==> config.mk <==
export PLATFORM = sky130hd
export DESIGN_NAME = csi2_cam_init_ctrl
export DESIGN_NICKNAME = d
export VERILOG_FILES = /design/src/rtl/csi2_cam_init_ctrl.sv
export SDC_FILE = /design/constraint.sdc
export NUM_CORES = 1
export LEC_CHECK = 0
export ABC_AREA = 1
export CORE_MARGIN = 5
export CORE_UTILIZATION = 52
export DETAILED_ROUTE_END_ITERATION = 12
export PLACE_DENSITY = 0.74
export SLEW_MARGIN = 20
export SYNTH_ARGS = -nofsm -noshare
export SYNTH_HDL_FRONTEND = slang
export SYNTH_SLANG_ARGS = --single-unit
==> constraint.sdc <==
create_clock -name clk_i -period 3.4 [get_ports clk_i]
set_clock_uncertainty 0.1 [all_clocks]
set_input_delay 1.02 -clock clk_i [delete_from_list [all_inputs] [get_ports clk_i]]
set_output_delay 1.02 -clock clk_i [all_outputs]
set_load 0.02 [all_outputs]
==> src/rtl/csi2_cam_init_ctrl.sv <==
// rtl/csi2_cam_init_ctrl.sv - camera reset / lane delay / D-PHY bring-up sequencer
module csi2_cam_init_ctrl #(
    parameter int CAM_RST_CYCLES      = 1000,
    parameter int CAM_BOOT_CYCLES     = 20000,
    parameter int LOCK_TIMEOUT_CYCLES = 100000,
    parameter int DELAY_W             = 5
) (
    input  logic               clk_i,
    input  logic               rst_n_i,
    input  logic               cam_rst_stb_i,
    input  logic               phy_enable_i,
    input  logic               delay_act_i,
    input  logic               clear_stat_i,
    input  logic [DELAY_W-1:0] lane0_delay_i,
    input  logic [DELAY_W-1:0] lane1_delay_i,
    input  logic               idelay_rdy_i,
    input  logic               byte_clk_locked_i,
    output logic               cam_rst_n_o,
    output logic               phy_en_o,
    output logic [DELAY_W-1:0] lane0_delay_o,
    output logic [DELAY_W-1:0] lane1_delay_o,
    output logic               delay_ld_o,
    output logic               stat_clear_o,
    output logic [3:0]         state_o,
    output logic               busy_o,
    output logic               timeout_o
);

    localparam int MAX_A  = (CAM_RST_CYCLES > CAM_BOOT_CYCLES) ? CAM_RST_CYCLES : CAM_BOOT_CYCLES;
    localparam int MAX_C  = (MAX_A > LOCK_TIMEOUT_CYCLES) ? MAX_A : LOCK_TIMEOUT_CYCLES;
    localparam int CNT_W  = $clog2(MAX_C + 1);
    localparam logic [CNT_W-1:0] RST_LD  = CNT_W'(CAM_RST_CYCLES - 1);
    localparam logic [CNT_W-1:0] BOOT_LD = CNT_W'(CAM_BOOT_CYCLES - 1);
    localparam logic [CNT_W-1:0] TO_LD   = CNT_W'(LOCK_TIMEOUT_CYCLES - 1);

    typedef enum logic [3:0] {
        IDLE      = 4'd0,
        CAM_RST   = 4'd1,
        CAM_BOOT  = 4'd2,
        DLY_LOAD  = 4'd3,
        DLY_WAIT  = 4'd4,
        PHY_ON    = 4'd5,
        WAIT_LOCK = 4'd6,
        RUN       = 4'd7,
        FAULT     = 4'd8
    } state_t;

    state_t           state, nxt, ret_state, ret_nxt;
    logic [CNT_W-1:0] cnt, cnt_load;
    logic             cnt_zero;

    assign cnt_zero = (cnt == '0);

    always_comb begin
        nxt     = state;
        ret_nxt = ret_state;
        if (cam_rst_stb_i) begin
            nxt = CAM_RST;
        end else begin
            case (state)
                IDLE: if (delay_act_i) begin
                    nxt     = DLY_LOAD;
                    ret_nxt = IDLE;
                end
                CAM_RST:  if (cnt_zero) nxt = CAM_BOOT;
                CAM_BOOT: if (cnt_zero) begin
                    nxt     = DLY_LOAD;
                    ret_nxt = PHY_ON;
                end
                DLY_LOAD: nxt = DLY_WAIT;
                DLY_WAIT: begin
                    if (idelay_rdy_i)  nxt = ret_state;
                    else if (cnt_zero) nxt = FAULT;
                end
                PHY_ON: if (phy_enable_i) nxt = WAIT_LOCK;
                WAIT_LOCK: begin
                    if (byte_clk_locked_i) nxt = RUN;
                    else if (cnt_zero)     nxt = FAULT;
                end
                // phy_enable drop beats lock loss, which beats delay_act
                RUN: begin
                    if (!phy_enable_i)           nxt = IDLE;
                    else if (!byte_clk_locked_i) nxt = WAIT_LOCK;
                    else if (delay_act_i) begin
                        nxt     = DLY_LOAD;
                        ret_nxt = RUN;
                    end
                end
                FAULT:   nxt = FAULT;
                default: nxt = IDLE;
            endcase
        end
    end

    always_comb begin
        cnt_load = '0;
        case (nxt)
            CAM_RST:             cnt_load = RST_LD;
            CAM_BOOT:            cnt_load = BOOT_LD;
            DLY_WAIT, WAIT_LOCK: cnt_load = TO_LD;
            default:             cnt_load = '0;
        endcase
    end

    always_ff @(posedge clk_i or negedge rst_n_i) begin
        if (!rst_n_i) begin
            state         <= IDLE;
            ret_state     <= IDLE;
            cnt           <= '0;
            cam_rst_n_o   <= 1'b1;
            phy_en_o      <= 1'b0;
            lane0_delay_o <= '0;
            lane1_delay_o <= '0;
            delay_ld_o    <= 1'b0;
            stat_clear_o  <= 1'b0;
            timeout_o     <= 1'b0;
        end else begin
            state     <= nxt;
            ret_state <= ret_nxt;
            if (nxt != state || cam_rst_stb_i) cnt <= cnt_load;
            else if (!cnt_zero)                cnt <= cnt - 1'b1;
            cam_rst_n_o  <= (nxt != CAM_RST);
            // PHY stays enabled while a delay reload runs out of RUN
            phy_en_o     <= (nxt == WAIT_LOCK) || (nxt == RUN) ||
                            (((nxt == DLY_LOAD) || (nxt == DLY_WAIT)) && (ret_nxt == RUN));
            delay_ld_o   <= (nxt == DLY_LOAD);
            if (nxt == DLY_LOAD) begin
                lane0_delay_o <= lane0_delay_i;
                lane1_delay_o <= lane1_delay_i;
            end
            stat_clear_o <= clear_stat_i || ((nxt == RUN) && (state != RUN));
            timeout_o    <= (nxt == FAULT) || (timeout_o && !cam_rst_stb_i);
        end
    end

    assign state_o = state;
    assign busy_o  = !((state == IDLE) || (state == RUN) || (state == FAULT));

endmodule
==> impl_summary.md <==
Run status
The flow ran to the end, and the final reports show no timing, DRC or antenna violations.

STA
The final period utilization is 0.881. The tightest slew margin relative to the limit is 0.413. Setup violations remaining at the end of the flow were counted as 0.

For the final routed database, the setup TNS stands at 0 ps. The max-slew violation count is 0. The number of hold-slack violations in the final timing report was 0. Subtracting the final worst setup slack from the clock period gives roughly 3000 ps. Setup repair after global routing left no endpoint under its margin.

The worst-margin pin slew is 880 ps. Derived from the worst setup path, the maximum achievable clock frequency is 334 MHz.

Synthesis
Each instance of the synthesized netlist takes up on average 7.09 um^2. After technology mapping, the gate count stands at 349. The number of enable flip-flop cells after synthesis is 0. The predominant post-synthesis flop cell is sky130_fd_sc_hd__dfrtp_1. Counting instances in the post-synthesis netlist gives the leading cell types as sky130_fd_sc_hd__nand2_1, sky130_fd_sc_hd__dfrtp_1, sky130_fd_sc_hd__inv_1, sky130_fd_sc_hd__nor2_1, sky130_fd_sc_hd__nand3_1. In the post-synthesis netlist, the cell with the most instances is sky130_fd_sc_hd__nand2_1. The net count after synthesis is 369.

The leading area contributor after synthesis is sky130_fd_sc_hd__dfrtp_1. Of all flip-flops after synthesis, the portion carrying an async set or reset was 1.00. Synthesis inferred 40 register bits. Of the synthesized area, sequential elements account for 0.405. By area the synthesized netlist is led by sky130_fd_sc_hd__dfrtp_1, sky130_fd_sc_hd__nand2_1, sky130_fd_sc_hd__inv_1.

In this run the cell area of the synthesized design comes to roughly 2500 um^2. For this run, the number of Yosys warnings is 0. The fraction of post-synthesis cell area in the top cell type by area is 0.395. The distinct cell type count after synthesis is 30.

Critical path
The worst reg2reg path depth is 16. The worst register-to-register path begins at cnt[0]. The data arrival time of the critical path is roughly 1900 ps. At the worst endpoint, the required time is roughly 2300 ps. The peak fanout along the critical path is 7. By startpoint and endpoint, the worst setup path is classified as flip-flop to output pin. The worst setup path is launched from a flip-flop.

The capturing element type of the critical path is an output pin. The launching element of the worst setup path is state_o[1]. Across all register-to-register paths, the minimum setup slack is 870 ps.

Min path
The startpoint identified for the worst hold timing path is lane1_delay_o[2]. The path class of the tightest hold or removal check is flip-flop to flip-flop. The hold-critical path depth is 2.

CTS
TritonCTS built the clock tree. Buffers added to address setup during post-CTS repair amount to 0. The CTS root buffer is sky130_fd_sc_hd__clkbuf_8. The clock sink total is 40. The quantity of gates resized following cts is 0. The number of levels the H-tree was split into is 2.

Clock-pin slew was measured on the worst setup and hold paths at approximately 80 ps. TritonCTS created 5 clock buffers. The clock reaches the later pin of the worst-skew pair after 300 ps. The buffer depth of the longest clock path is 2.

The cts-stage hold buffer count is 0.

Final layout
The count of inserted antenna diode cells is 0. The final layout contains around 410 nets. The proportion of layout cells with a drive suffix above 1 is 0.110. Compared with the post-synthesis result, the final layout area differs by 21.7%.

Power and ir drop
The peak supply drop is roughly 370 uV. The analysis attributes to cell leakage a power of approximately 1.5 nW. Total power for the finished layout comes to between 0.0015 and 0.002 W.

In this run the power density over the cells is around 580 nW/um^2.

Placed design
The weighted congestion reported at the end of routability-driven placement is approximately 0.9. Once detailed placement completed, the half-perimeter wirelength came to around 4.5 mm. During placement, the flow inserted port buffers numbering 37.

Detailed routing
Across all layers, the routed design uses roughly 2300 vias. The detail route stage leaves a number of antenna-violating nets equal to 0. The average via count per standard cell is just over 5. The first detailed-routing pass ran for 4 iterations. The number of remaining DRC errors is 0. After detailed routing, the average wire length per cell comes to 13.1 um.

The number of DRC violations after detailed-routing iteration 0 is roughly 100. For this block, the routed nets add up to ~5.8 mm of wire.

Global routing
The total overflow left after global routing is 0. The first global-routing pass estimated 10.2 mm of wire. The number of global-route vias before repair was approximately 2300.

The number of antenna violations at the first check in global routing is 0. The combined global-route utilization of all metal layers is 0.205. Entering global routing, the biggest net connects 41 pins.

Die
The count of pins on the block boundary is 38. The full die area is ~6200 um^2. In this run the vertical extent of the chip is just under 80 um.

The horizontal die dimension is 79.0 um. The region available for standard cell placement spans 4660 um^2. For this configuration, the core starts out at a cell density of 0.531. The initialized floorplan defines 25 standard-cell rows.

Run
The tool flagged a number of max-cap violations equal to 0.
==> flip-flops by register name (all words and copies together), names as in the netlist, 4 cells and up <==
signal,cells
ret_state,4
lane1_delay_o,5
state_o,4
lane0_delay_o,5
cnt,17
==> cell type report <==
class                           count  area (um^2)
Fill cell                         436         1650
Clock buffer                        5         68.8
Multi-Input combinational cell    261         1280
Sequential cell                    40         1000
Timing Repair Buffer               40          388
Inverter                           43          161
Tap cell                           54         67.6
Clock inverter                      3         46.3
==> cell families after synthesis <==
kind of cell / Yosys count / synth area share
buf+inv: 48 / 0.0789
flops: 40 / 0.405
compound gates: 44 / 0.0946
fa+ha+maj: 2 / 0.0101
xor+xnor: 11 / 0.0389
simple gates: 204 / 0.372
==> cell usage in the layout, fill, tap and decap left out <==
master,count
sky130_fd_sc_hd__clkdlybuf4s50_1,36
sky130_fd_sc_hd__buf_4,3
sky130_fd_sc_hd__nand4_1,3
sky130_fd_sc_hd__clkinvlp_4,1
sky130_fd_sc_hd__dfstp_2,1
sky130_fd_sc_hd__bufinv_16,1
sky130_fd_sc_hd__buf_2,1
sky130_fd_sc_hd__nor3_1,5
sky130_fd_sc_hd__inv_1,36
sky130_fd_sc_hd__xnor2_1,5
sky130_fd_sc_hd__o22ai_1,1
sky130_fd_sc_hd__clkbuf_8,5
sky130_fd_sc_hd__and3_1,1
sky130_fd_sc_hd__nand3b_1,3
sky130_fd_sc_hd__o21ai_0,20
sky130_fd_sc_hd__nor4_1,1
sky130_fd_sc_hd__a21oi_1,17
sky130_fd_sc_hd__ha_1,2
sky130_fd_sc_hd__o21a_1,1
sky130_fd_sc_hd__nand2_1,110
sky130_fd_sc_hd__xor2_1,6
sky130_fd_sc_hd__and2_1,1
sky130_fd_sc_hd__dfrtp_1,39
sky130_fd_sc_hd__o21ai_1,1
sky130_fd_sc_hd__nand2_2,9
sky130_fd_sc_hd__nor2_4,5
sky130_fd_sc_hd__clkinv_1,2
sky130_fd_sc_hd__nor2_2,9
sky130_fd_sc_hd__nor2_1,33
sky130_fd_sc_hd__o31ai_1,4
sky130_fd_sc_hd__nand3_1,22
sky130_fd_sc_hd__inv_2,5
sky130_fd_sc_hd__nand3_2,2
sky130_fd_sc_hd__inv_6,1
==> through the flow <==
stage | hold slack [ps] | instance area (um^2) | std cells | setup slack (ps) | utilization
2_1_floorplan | 383 | 2470 | 349 | 971 | -
3_3_place_gp | 383 | 2900 | 438 | 215 | 0.621
3_5_place_dp | 382 | 2900 | 438 | 194 | 0.621
4_1_cts | 408 | 3010 | 446 | 394 | 0.646
5_1_grt | 434 | 3010 | 446 | 269 | 0.646
6_report | 403 | 3010 | 446 | 403 | 0.646
==> critical path, cell delays in order, from the launching register on <==
cell	delay [ps]
sky130_fd_sc_hd__dfrtp_1	510
sky130_fd_sc_hd__inv_2	120
sky130_fd_sc_hd__nand2_1	150
sky130_fd_sc_hd__nor2_1	80
sky130_fd_sc_hd__nor2_1	100
sky130_fd_sc_hd__clkdlybuf4s50_1	610
==> routing by layer <==
metal,track usage,vias up,part of all wire
li1,-,1192,-
met1,0.263,1069,0.45
met2,0.347,40,0.50
met3,0.0510,7,0.045
met4,0.0533,0,0.0098
met5,0,-,0
==> power by group <==
group          total, W  switching, W  internal [W]
clock          0.000403      0.000182      0.000221
combinational  0.000643      0.000374      0.000269
sequential     0.000690     0.0000889      0.000601
==> final timing paths <==
kind,to
min in group asynchronous,cnt[14]
min,lane1_delay_o[2]
max reg2reg,cnt[11]
max,busy_o
min reg2reg,lane1_delay_o[2]
max in group asynchronous,ret_state[3]
(Power assumes the default switching activity.)
